`config.mk`:
```
export PLATFORM = sky130hd
export DESIGN_NAME = v4_peak_detector
export DESIGN_NICKNAME = d
export VERILOG_FILES = /design/src/rtl/v4_peak_detector_pkg.sv /design/src/rtl/v4_peak_detector_event_fifo2.sv /design/src/rtl/v4_peak_detector.sv
export SDC_FILE = /design/constraint.sdc
export NUM_CORES = 1
export LEC_CHECK = 0
export CAP_MARGIN = 10
export CORE_ASPECT_RATIO = 0.5
export CORE_MARGIN = 1
export CORE_UTILIZATION = 50
export CTS_BUF_LIST = sky130_fd_sc_hd__clkbuf_8
export CTS_CLUSTER_SIZE = 40
export DETAILED_ROUTE_END_ITERATION = 16
export PLACE_DENSITY = 0.73
export REMOVE_ABC_BUFFERS = 1
export SYNTH_ARGS = -nofsm -noshare
export SYNTH_HDL_FRONTEND = slang
export SYNTH_HIERARCHICAL = 1
export SYNTH_SLANG_ARGS = --single-unit
```
`constraint.sdc`:
```
create_clock -name clk -period 2.1 [get_ports clk]
set_clock_uncertainty 0.05 [all_clocks]
set_input_delay 0.21 -clock clk [delete_from_list [all_inputs] [get_ports clk]]
set_output_delay 0.21 -clock clk [all_outputs]
set_load 0.03 [all_outputs]
```
`src/rtl/v4_peak_detector_pkg.sv`:
```
`default_nettype none
// ============================================================================
// Module      : package_settings_v_4
// Description : Shared settings for the v4 shaping chain. Holds the sample
//               width, the pulse-detection levels and timing, and the peak
//               event record passed from the detector into its event queue.
// Revision    : 1.0 - initial release
// ============================================================================
package package_settings_v_4;

    localparam int SIZE_FILTER_DATA = 16;   // signed shaped sample width
    localparam int THRESHOLD_V_4    = 200;  // pulse arms when sample > this
    localparam int HYST_V_4         = 16;   // pulse ends below THRESHOLD - HYST
    localparam int MIN_WIDTH_V_4    = 4;    // shorter pulses are treated as noise
    localparam int HOLDOFF_V_4      = 8;    // dead cycles after a pulse ends
    localparam int TS_WIDTH         = 32;   // timestamp counter width
    localparam int EVT_WIDTH_BITS   = 8;    // saturating pulse-width field

    typedef struct packed {
        logic signed [SIZE_FILTER_DATA-1:0] amp;
        logic [TS_WIDTH-1:0]                ts;
        logic [EVT_WIDTH_BITS-1:0]          width;
    } peak_event_v_4_t;

endpackage
`default_nettype wire

```
`src/rtl/v4_peak_detector_event_fifo2.sv`:
```
`default_nettype none
// ============================================================================
// Module      : v4_event_fifo2
// Description : Two-entry FIFO of peak events with a valid/ready read side.
//               A push is accepted when not full, or when full and a pop
//               happens in the same cycle. The head entry is presented on
//               o_data and stays stable until it is popped.
// Ports       : clk, reset (sync, active-low)
//               i_push/i_data  - write request and event
//               o_full         - both entries occupied
//               o_valid/o_data - head entry present / head entry
//               i_ready        - consumer takes the head this cycle
// Revision    : 1.0 - initial release
// ============================================================================
module v4_event_fifo2
    import package_settings_v_4::*;
(
    input  logic            clk,
    input  logic            reset,
    input  logic            i_push,
    input  peak_event_v_4_t i_data,
    output logic            o_full,
    output logic            o_valid,
    input  logic            i_ready,
    output peak_event_v_4_t o_data
);

    peak_event_v_4_t r_mem_q [2];
    peak_event_v_4_t w_mem_d [2];
    logic            r_wr_ptr_q;
    logic            w_wr_ptr_d;
    logic            r_rd_ptr_q;
    logic            w_rd_ptr_d;
    logic [1:0]      r_count_q;
    logic [1:0]      w_count_d;
    logic            w_pop;
    logic            w_push;

    always_comb begin
        w_pop      = (r_count_q != 2'd0) && i_ready;
        // A full queue can still take a write when the head leaves this cycle.
        w_push     = i_push && ((r_count_q != 2'd2) || w_pop);
        w_mem_d    = r_mem_q;
        w_wr_ptr_d = r_wr_ptr_q;
        w_rd_ptr_d = r_rd_ptr_q;
        w_count_d  = r_count_q;
        if (w_push) begin
            w_mem_d[r_wr_ptr_q] = i_data;
            w_wr_ptr_d          = ~r_wr_ptr_q;
        end
        if (w_pop) begin
            w_rd_ptr_d = ~r_rd_ptr_q;
        end
        case ({w_push, w_pop})
            2'b10:   w_count_d = r_count_q + 2'd1;
            2'b01:   w_count_d = r_count_q - 2'd1;
            default: w_count_d = r_count_q;
        endcase
    end

    always_ff @(posedge clk) begin
        if (!reset) begin
            for (int i = 0; i < 2; i++) begin
                r_mem_q[i] <= '0;
            end
            r_wr_ptr_q <= 1'b0;
            r_rd_ptr_q <= 1'b0;
            r_count_q  <= 2'd0;
        end else begin
            r_mem_q    <= w_mem_d;
            r_wr_ptr_q <= w_wr_ptr_d;
            r_rd_ptr_q <= w_rd_ptr_d;
            r_count_q  <= w_count_d;
        end
    end

    assign o_full  = (r_count_q == 2'd2);
    assign o_valid = (r_count_q != 2'd0);
    assign o_data  = r_mem_q[r_rd_ptr_q];

endmodule
`default_nettype wire

```
`src/rtl/v4_peak_detector.sv`:
```
`default_nettype none
// ============================================================================
// Module      : v4_peak_detector
// Description : Watches the shaped sample stream, detects pulses above a
//               threshold with hysteresis, captures the peak amplitude, the
//               timestamp of the peak and the pulse width, and queues one
//               event per qualifying pulse in a 2-entry FIFO.
// Ports       : clk, reset (sync, active-low)
//               filter_data  - signed shaped sample, one per clock
//               event_ready  - consumer accepts the presented event
//               event_valid  - event_amp/ts/width hold a queued event
//               event_amp    - signed peak amplitude
//               event_ts     - timestamp of the peak sample
//               event_width  - above-threshold cycles, saturating at 255
//               drop_count   - events lost to a full queue, saturating
// Revision    : 1.0 - initial release
// ============================================================================
module v4_peak_detector
    import package_settings_v_4::*;
(
    input  logic                               clk,
    input  logic                               reset,
    input  logic signed [SIZE_FILTER_DATA-1:0] filter_data,
    input  logic                               event_ready,
    output logic                               event_valid,
    output logic signed [SIZE_FILTER_DATA-1:0] event_amp,
    output logic [TS_WIDTH-1:0]                event_ts,
    output logic [7:0]                         event_width,
    output logic [7:0]                         drop_count
);

    typedef enum logic [1:0] {
        ST_IDLE    = 2'd0,
        ST_RISE    = 2'd1,
        ST_HOLDOFF = 2'd2
    } state_t;

    localparam int                            c_HOLD_W    = (HOLDOFF_V_4 > 1) ? $clog2(HOLDOFF_V_4) : 1;
    localparam logic [c_HOLD_W-1:0]           c_HOLD_LAST = c_HOLD_W'(HOLDOFF_V_4 - 1);
    // Levels carried one bit wider so THRESHOLD - HYST cannot overflow.
    localparam logic signed [SIZE_FILTER_DATA:0] c_ARM_LVL = (SIZE_FILTER_DATA+1)'(THRESHOLD_V_4);
    localparam logic signed [SIZE_FILTER_DATA:0] c_END_LVL = (SIZE_FILTER_DATA+1)'(THRESHOLD_V_4 - HYST_V_4);
    localparam logic [7:0]                    c_MIN_W     = 8'(MIN_WIDTH_V_4);

    logic signed [SIZE_FILTER_DATA-1:0] r_sample_q,    w_sample_d;
    logic [TS_WIDTH-1:0]                r_sample_ts_q, w_sample_ts_d;
    logic [TS_WIDTH-1:0]                r_ts_q,        w_ts_d;
    state_t                             r_state_q,     w_state_d;
    logic signed [SIZE_FILTER_DATA-1:0] r_max_q,       w_max_d;
    logic [TS_WIDTH-1:0]                r_ts_max_q,    w_ts_max_d;
    logic [7:0]                         r_width_q,     w_width_d;
    logic [c_HOLD_W-1:0]                r_hold_q,      w_hold_d;
    logic [7:0]                         r_drop_q,      w_drop_d;

    logic signed [SIZE_FILTER_DATA:0]   w_sample_ext;
    logic                               w_above;
    logic                               w_below;
    logic                               w_push;
    logic                               w_full;
    logic                               w_valid;
    peak_event_v_4_t                    w_evt;
    peak_event_v_4_t                    w_head;

    assign w_sample_ext = {r_sample_q[SIZE_FILTER_DATA-1], r_sample_q};
    assign w_above      = (w_sample_ext > c_ARM_LVL);
    assign w_below      = (w_sample_ext < c_END_LVL);

    // Input stage: each sample is tagged with the counter value of the
    // cycle in which it is captured.
    always_comb begin
        w_sample_d    = filter_data;
        w_sample_ts_d = r_ts_q;
        w_ts_d        = r_ts_q + TS_WIDTH'(1);
    end

    always_comb begin
        w_state_d  = r_state_q;
        w_max_d    = r_max_q;
        w_ts_max_d = r_ts_max_q;
        w_width_d  = r_width_q;
        w_hold_d   = r_hold_q;
        w_push     = 1'b0;
        case (r_state_q)
            ST_IDLE: begin
                if (w_above) begin
                    w_state_d  = ST_RISE;
                    w_max_d    = r_sample_q;
                    w_ts_max_d = r_sample_ts_q;
                    w_width_d  = 8'd1;
                end
            end
            ST_RISE: begin
                if (w_below) begin
                    w_push    = (r_width_q >= c_MIN_W);
                    w_state_d = ST_HOLDOFF;
                    w_hold_d  = '0;
                end else begin
                    // Strict compare keeps the first sample of a flat top.
                    if (r_sample_q > r_max_q) begin
                        w_max_d    = r_sample_q;
                        w_ts_max_d = r_sample_ts_q;
                    end
                    if (r_width_q != 8'hFF) begin
                        w_width_d = r_width_q + 8'd1;
                    end
                end
            end
            ST_HOLDOFF: begin
                if (r_hold_q == c_HOLD_LAST) begin
                    w_state_d = ST_IDLE;
                end else begin
                    w_hold_d = r_hold_q + c_HOLD_W'(1);
                end
            end
            default: begin
                w_state_d = ST_IDLE;
            end
        endcase
    end

    always_comb begin
        w_evt       = '0;
        w_evt.amp   = r_max_q;
        w_evt.ts    = r_ts_max_q;
        w_evt.width = r_width_q;
    end

    // A push is lost only when the queue is full and the head is not leaving.
    always_comb begin
        w_drop_d = r_drop_q;
        if (w_push && w_full && !(w_valid && event_ready) && (r_drop_q != 8'hFF)) begin
            w_drop_d = r_drop_q + 8'd1;
        end
    end

    always_ff @(posedge clk) begin
        if (!reset) begin
            r_sample_q    <= '0;
            r_sample_ts_q <= '0;
            r_ts_q        <= '0;
            r_state_q     <= ST_IDLE;
            r_max_q       <= '0;
            r_ts_max_q    <= '0;
            r_width_q     <= '0;
            r_hold_q      <= '0;
            r_drop_q      <= '0;
        end else begin
            r_sample_q    <= w_sample_d;
            r_sample_ts_q <= w_sample_ts_d;
            r_ts_q        <= w_ts_d;
            r_state_q     <= w_state_d;
            r_max_q       <= w_max_d;
            r_ts_max_q    <= w_ts_max_d;
            r_width_q     <= w_width_d;
            r_hold_q      <= w_hold_d;
            r_drop_q      <= w_drop_d;
        end
    end

    v4_event_fifo2 u_fifo (
        .clk     (clk),
        .reset   (reset),
        .i_push  (w_push),
        .i_data  (w_evt),
        .o_full  (w_full),
        .o_valid (w_valid),
        .i_ready (event_ready),
        .o_data  (w_head)
    );

    assign event_valid = w_valid;
    assign event_amp   = w_head.amp;
    assign event_ts    = w_head.ts;
    assign event_width = w_head.width;
    assign drop_count  = r_drop_q;

endmodule
`default_nettype wire

```
* Word-level counts from Yosys, hierarchy flattened
Index checks and enable logic that the tools add are counted.
Operators by class: $add $sub $neg 6, order comparisons 7, equality and inequality tests 16, muxes and demuxes 28, bitwise operators 4, reduce and logical (&&, ||, !) cells 17
Operators with widths (number):
- $mux W56 | 4
- $bwmux W112 | 1
- $mux W32 | 3
- $pmux W32 S2 | 1
- $demux W56 S1 | 1
- $mux W16 | 3
- $add A32 B1 Y32 const B | 1
- $pmux W16 S2 | 1
- $mux W8 | 3
- $add A8 B1 Y8 const B | 2
- $gt A16 B16 Y1 | 1
- $gt A16 B9 Y1 const B | 1
- $lt A16 B9 Y1 const B | 1
- $ne A2 B2 Y1 const B | 8
- $ne A8 B8 Y1 const B | 2
- $pmux W8 S2 | 1
- $ge A8 B3 Y1 const B | 1
- $reduce_and A4 Y1 | 2
- $reduce_bool A2 Y1 | 4
- $eq A2 B2 Y1 const B | 3
- $logic_and A1 B1 Y1 | 6
- $mux W2 | 3
- $mux W3 | 2
- $pmux W2 S3 | 1
- other kinds (16) | 22
Storage, ports and cells: bits in registers 265, input port bits 19, output and inout port bits 65, word-level logic and storage cells 96

* Logic depth before layout (Yosys ltp)
Gate-level depths: netlist (run 1).
depth in word-level cells 6, mapped depth 10

* By module
The synthesis (run 1) kept the hierarchy.
By module, submodules not included:
- v4_peak_detector | times used 1, cells an instance 654, area each 6045.8 µm², sequential area each 2982.9 µm²
- v4_event_fifo2 | times used 1, cells an instance 509, area each 5061.1 µm², sequential area each 2322.2 µm²

* Worst setup path after synthesis (run 1)
OpenSTA, ideal clock, no wires.
kind register to register, start point register r_max_q[14], end point register r_max_q[0], arrival 2.212 ns, data required time 1.978 ns, setup slack -0.234 ns, cell stages (with the launch flop) 11, buffers on the path 2, cell sequence dfxtp_1 inv_1 ha_1 nand4_1 nor4_2 a211oi_1 a211o_1 o211ai_1 buf_6 buf_6 mux2i_1
On the way: word-level cells in the longest chain between the ends 3
Ends and longest elaborated chain:
- start, declared | line v4_peak_detector.sv:49 | logic signed [SIZE_FILTER_DATA-1:0] r_max_q, w_max_d;
- start signal, assigned | line v4_peak_detector.sv:152 | r_max_q <= w_max_d;
- $gt A16 B16 Y1 | line v4_peak_detector.sv:99 | if (r_sample_q > r_max_q) begin
- $ne A2 B2 Y1 (no line)
- $reduce_and A4 Y1 (no line)
No other way between the ends. A chain may end at the register's enable or synchronous reset.

* Worst setup path in the final report (run 1)
start point register r_max_q[10], end point register r_ts_max_q[31]
On the way: word-level cells in the longest chain between the ends 3
Ends and longest elaborated chain:
- $gt A16 B16 Y1 | line v4_peak_detector.sv:99
- $ne A2 B2 Y1 (no line)
- $reduce_and A4 Y1 (no line)
- end signal, assigned | line v4_peak_detector.sv:153 | r_ts_max_q <= w_ts_max_d;
- end, declared | line v4_peak_detector.sv:50 | logic [TS_WIDTH-1:0] r_ts_max_q, w_ts_max_d;
No other way between the ends.

==> impl_results.md, run 1 <==
* Status: finished with violations
* Violated checks: setup timing
* CTS Buf Count at 37
* Clock H-tree levels at 2
* Critical path depth at 10
* YS warnings at 6
* Final Hold Viols at 0
* Setup TNS at -41.31 ns
* Area growth from synthesis to layout at 27.6%
* Clock power share at 40.9%
* Die H at 107 um
* P_sw at 2.51 mW
* CP Capture Point: r_ts_max_q[31]
* Final GP Congestion at 0.867
* Worst Hold Slack at 0.130 ns
* Compound-Gate Fraction of Synth Area at 2.92%
* Post-synthesis xor/xnor area fraction at 2.76%
* MaxCap Viol Count at 0
* Switch share at 24.6%
* CP top delay family: compound AO/OA/AOI/OAI gates
* Core Area at 0.0217 sq mm
* Final nets at 1367
* Fraction of registers with async set/reset at 0%
* Pwr Density at 719 mW/mm^2
* I/O pin total at 84
* FP Rows at 38
* Post-route ant nets at 0
* # diodes at 0
* Ys flop type: dfxtp_1
* Vias in the first global route at 8261
* Register area at 0.00533 sq mm
* Clk sinks at 265
* Min cycle time layout at 2.55 ns
* Seq pwr share at 50.3%
* Area after DPL at 0.0127 sq mm
* Chip Width at 213 um
* DP Worst Slack at -0.501 ns
* RR Endpoint: r_ts_max_q[31]
* Largest net degree at the start of global routing at 63
* HPWL Detailed at 14.5 mm
* RSZ-0062 raised after global routing: yes
* Root Driver: clkbuf_8
* Sequential element share of the synthesized area at 47.8%
* Die area at 0.0229 sq mm
* Crit-path max FO at 8
* Post-DR vias/cell at 5.12
* Gr usage total at 20.7%
* Worst-case clock buffer depth at 3
* Startpoint type of the worst setup path: flop
* Layout Cell Area excl Fill at 0.0142 sq mm
* Yosys top cell area share at 47.8%
* Insertion delay to the later sink of the worst-skew pair at 0.54 ns
* Reg2reg start: r_max_q[10]
* Crit. Startpoint: r_max_q[10]
* Iter 0 DRT Violations at 498
* Hold-fix buffers at CTS at 0
* Synth Area in Adders at 2.59%
* DRC at 0
* Number of antenna violations at the first check in global routing at 0
* Arrival time worst endpoint at 2.98 ns
* Slowest CP cell: nor4_4
* Max_slew headroom at 68.7%
* Period Utilization, post-route at 122%
* Top cell type by total area after synthesis: dfxtp_1
* Main combinational cell family by area after synthesis: multiplexers
* Most common cell after layout, fill and taps aside: nand2_1
* Lkg Pwr at 5.55 nW
* Initial core utilization at 51.1%
* Maximum VDD drop at 413 uV
* Final WL at 26.4 mm
* Share of cells above drive strength 1 at 23.8%
* Flop2flop setup slack at -0.45 ns
* Final Core Density at 65.2%
* Wire length per cell at 15.9 um
* Number of synthesized flops with an enable pin at 0
* Commonest cells after routing, fill and taps aside: nand2_1, dfxtp_1, mux2i_1
* R2R depth at 10
* Grt ovf at 0
* Ranking of synthesized cells by area: dfxtp_1, mux2i_1, nand2_1
* CTS clk-pin slew, worst paths at 0.07 ns
* Fillers at 1697
* Max Freq at 392 MHz
* Multi-input gate area at 0.00561 sq mm
* Hold Crit Depth at 3
* Yosys cell types at 55
* CP Capture Type: flop
* Buffers on Ports at 83
* Combinational power share at 8.8%
* Slew Limit Fails at 0
* TritonCTS clock tree: yes
* Worst-path cell chain: inv_2, ha_4, nand4_1, nor4_4, a211oi_2, a211o_1, o211ai_1, buf_4, buf_12, mux2i_1
* Setup violators final at 167
* Pre-antenna DRT Iters at 5
* Type of the tightest min-delay check: primary input to flop
* Sum of buffers and inverters on the critical path at 3
* Simple-Gate Fraction of Synth Area at 19.5%
* Worst setup path class: flop to flop
* Vias at 8462
* Post-synthesis area per instance at 9.55 sq um
* First-pass GRT wire length at 38.6 mm
* Longest individual stage delay on the worst path at 0.36 ns
* Final worst slack at -0.454 ns
* Slew at the pin with the worst max-slew slack at 0.469 ns
* Seq cells post-synth at 265
* Data required time of the worst path at 2.52 ns
* Mapped cell area at 0.0111 sq mm
* Synth Instances at 1163
* Post-synthesis mux area share at 20.2%
* Pint at 7.69 mW
## area by class of cell
class	count	area share, %
repair buffers	191	14.0
inverters	27	0.715
multi-input cells	803	39.6
flip-flops and latches	265	37.6
well taps	300	2.65
clock buffers	51	4.95
clock inverters	16	0.521
## Yosys cell counts (11+ instances only)
| library cell | n |
|---|---|
| nand2_1 | 286 |
| dfxtp_1 | 265 |
| mux2i_1 | 161 |
| nor2_1 | 54 |
| mux2_2 | 50 |
| and2_1 | 46 |
| clkbuf_1 | 46 |
| inv_1 | 27 |
| ha_1 | 23 |
| xnor2_1 | 23 |
| nor3_1 | 17 |
| a21oi_1 | 16 |
| nand3_1 | 16 |
| buf_6 | 14 |
| nand4_1 | 12 |
| xor2_1 | 12 |
| o21ai_0 | 11 |
## how the worst min path moves through the flow
stage	slack (ns)	startpoint	to
2_1_floorplan	0.28	reset	u_fifo/r_wr_ptr_q
3_3_place_gp	0.37	r_sample_ts_q[2]	r_ts_max_q[2]
3_5_place_dp	0.39	r_sample_ts_q[19]	r_ts_max_q[19]
4_1_cts	0.11	reset	u_fifo/r_mem_q[15]
5_1_grt	0.16	reset	u_fifo/r_mem_q[15]
6_report	0.13	reset	u_fifo/r_mem_q[71]
## metal layers
layer | vias to the layer above | track usage [%] | routed length [um]
li1 | 4213 | - | -
met1 | 4042 | 26.4 | 12500
met2 | 156 | 35.7 | 12100
met3 | 51 | 4.00 | 1190
met4 | 0 | 6.12 | 519
met5 | - | 0 | 0
## power groups by stage
| stage | sequential, mW | combinational (mW) | clock, mW |
|---|---|---|---|
| final | 5.13 | 0.897 | 4.16 |
| after global routing | 5.13 | 0.965 | 4.49 |
| after CTS | 5.13 | 0.864 | 4.21 |
| after detailed placement | 5.24 | 0.695 | 0 |
| after global placement | 5.23 | 0.684 | 0 |
| after floorplan | 5.23 | 0.410 | 0 |
## through the flow
stage / instances / total power, mW
floorplan: 1095 / 5.65
global placement: 1555 / 5.92
detailed placement: 1555 / 5.93
CTS: 1632 / 10.2
global route: 1653 / 10.6
finish: 1653 / 10.2
## flip-flops by register name, summed over array words and instances, names as in the netlist
name,flops
drop_count,8
r_hold_q,3
r_max_q,16
r_sample_q,16
r_sample_ts_q,32
r_state_q,2
r_ts_max_q,32
r_ts_q,32
r_width_q,8
u_fifo/r_count_q,2
u_fifo/r_mem_q,112
u_fifo/r_rd_ptr_q,1
u_fifo/r_wr_ptr_q,1
## cells by family after synthesis
logic type,Yosys count
AO/OA/AOI/OAI,52
XOR/XNOR,35
adder cells (fa/ha/maj),23
buffers and inverters,95
flip-flops,265
multiplexers,217
AND/OR/NAND/NOR,476
## worst reg2reg max path, delay by kind of cell, from the launching register on
kind,cells,cell delay (ns)
AO/OA/AOI/OAI,3,0.62
AND/OR/NAND/NOR,2,0.54
buffers and inverters,3,0.46
flip-flops,1,0.34
adder cells (fa/ha/maj),1,0.25
multiplexers,1,0.21
## timing repair
item,4_1_cts,5_1_grt
pin swaps,15,9
cloned,5,14
setup endpoints to repair,227,221
resized for setup,179,100
buffers inserted,6,7
Power figures use the tool's default switching activity.
==> run 2: changes to the inputs <==
CORE_MARGIN = not set   (was 1)
PLACE_DENSITY = 0.7   (was 0.73)
clock period = 2.39 ns   (was 2.1 ns; I/O delays follow)
==> impl_results.md, run 2 (same netlist as run 1, synthesis figures left out) <==
* Status: finished with violations
* Violated checks: setup timing
* Worst-case clock buffer depth at 3
* CTS Buf Count at 38
* Post-DR vias/cell at 5.10
* Largest net degree at the start of global routing at 95
* Final WL at 22.8 mm
* First-pass GRT wire length at 37.4 mm
* CTS clk-pin slew, worst paths at 0.07 ns
* Lkg Pwr at 5.26 nW
* Root Driver: clkbuf_8
* Final worst slack at -0.175 ns
* Slew at the pin with the worst max-slew slack at 0.584 ns
* Commonest cells after routing, fill and taps aside: nand2_1, dfxtp_1, mux2i_1
* HPWL Detailed at 14.3 mm
* Worst setup path class: flop to flop
* Share of cells above drive strength 1 at 17.4%
* Pint at 6.70 mW
* Largest Register: u_fifo/r_mem_q
* P_sw at 2.15 mW
* Buffers on Ports at 83
* Chip Width at 213 um
* Max reg flops at 112
* Number of antenna violations at the first check in global routing at 0
* # diodes at 0
* Crit-path max FO at 5
* Seq pwr share at 51.1%
* Arrival time worst endpoint at 2.95 ns
* CP Capture Type: flop
* Met1 Wirelength at 11.0 mm
* Insertion delay to the later sink of the worst-skew pair at 0.54 ns
* Clock H-tree levels at 2
* Area after DPL at 0.0125 sq mm
* Vias at 8170
* Core Area at 0.0217 sq mm
* Clk sinks at 265
* Multi-input gate area at 0.00554 sq mm
* Final nets at 1322
* Wire length per cell at 14.2 um
* TritonCTS clock tree: yes
* Final Core Density at 62.4%
* Max Freq at 390 MHz
* Clock power share at 40.1%
* Setup violators final at 47
* Register area at 0.00533 sq mm
* Most common cell after layout, fill and taps aside: nand2_1
* Hold-fix buffers at CTS at 0
* Combinational power share at 8.9%
* Slew Limit Fails at 0
* Metal2 WL at 10.7 mm
* Max_slew headroom at 60.8%
* Fillers at 1816
* I/O pin total at 84
* Startpoint type of the worst setup path: flop
* Pwr Density at 652 mW/mm^2
* Grt ovf at 0
* Layout Cell Area excl Fill at 0.0136 sq mm
* Min cycle time layout at 2.56 ns
* Gr usage total at 20.0%
* Maximum VDD drop at 360 uV
* Die H at 107 um
* Vias in the first global route at 8006
* FP Rows at 38
* Switch share at 24.3%
* RSZ-0062 raised after global routing: yes
* Routed length on met3 at 789 um
* Post-route ant nets at 0
* Final GP Congestion at 0.805
* Data required time of the worst path at 2.77 ns
* Highest Signal Layer: met4
* Final Hold Viols at 0
* MaxCap Viol Count at 0
* Iter 0 DRT Violations at 387
* Pre-antenna DRT Iters at 4
* Area growth from synthesis to layout at 22.1%
* Type of the tightest min-delay check: primary input to flop
* DRC at 0
* Initial core utilization at 51.1%
* Period Utilization, post-route at 107%
* Die area at 0.0229 sq mm
-- run 2: cell count changes in the layout (fill, tap and decap cells not counted), sizes merged --
cell,before,now
bufbuf,1,0
clkdlybuf4s50,25,31
dlygate4sd2,8,51
clkbuf,66,51
buf,138,61
clkinv,1,5
inv,42,35
clkdlybuf4s15,4,0
-- run 2: path summary, 6_finish.rpt --
check        slack [ns]           endpoint        startpoint  cells past startpoint
max               -0.17        r_max_q[13]    r_sample_q[11]                     11
min                0.20  u_fifo/r_wr_ptr_q             reset                      2
max reg2reg       -0.17        r_max_q[13]    r_sample_q[11]                     11
min reg2reg        0.39      r_ts_max_q[0]  r_sample_ts_q[0]                      2
-- run 2: per-stage QoR --
step	total power [mW]	setup slack (ns)	instances	setup TNS (ns)	hold WS [ns]
6_report	8.85	-0.175	1602	-6.38	0.197
5_1_grt	9.21	-0.307	1602	-11.48	0.206
4_1_cts	8.90	-0.0212	1600	-0.104	0.167
3_5_place_dp	5.18	-0.218	1523	-8.11	0.383
3_3_place_gp	5.16	-0.125	1523	-4.95	0.377
2_1_floorplan	4.96	-2.37	1095	-241.34	0.307
-- run 2: timing repair --
action | CTS | global route
pin swaps | 6 | 7
cloned | 3 | 1
resized for setup | 91 | 21
setup endpoints to repair | 119 | 158
buffers inserted | 13 | 4
-- run 2: worst max-delay path, cell delays in order, from the launching register on --
cell      delay, ns
dfxtp_1        0.45
ha_4           0.25
a21oi_1        0.20
o21bai_1       0.15
a211oi_2       0.26
buf_4          0.16
nand4b_1       0.17
o211ai_1       0.16
buf_4          0.19
buf_6          0.12
buf_12         0.12
mux2i_2        0.20
-- run 2: power groups by stage --
stage / sequential (mW) / combinational [mW] / clock, mW
6_report: 4.52 / 0.786 / 3.54
5_1_grt: 4.52 / 0.846 / 3.84
4_1_cts: 4.51 / 0.749 / 3.63
3_5_place_dp: 4.61 / 0.571 / 0
3_3_place_gp: 4.61 / 0.560 / 0
2_1_floorplan: 4.60 / 0.361 / 0
-- run 2: layer usage --
| metal | GRT usage, % | vias to the layer above |
|---|---|---|
| met3 | 3.82 | 38 |
| met1 | 26.6 | 3880 |
| li1 | - | 4146 |
| met4 | 5.40 | 0 |
| met5 | 0 | - |
| met2 | 33.3 | 106 |
-- run 2: cell type report --
type	count	share of cell area, %
clock buffer	49	4.97
clock inverter	13	0.507
inverter	27	0.747
multi-input combinational	803	40.9
sequential	265	39.3
tap	300	2.77
timing repair buffer	145	10.9
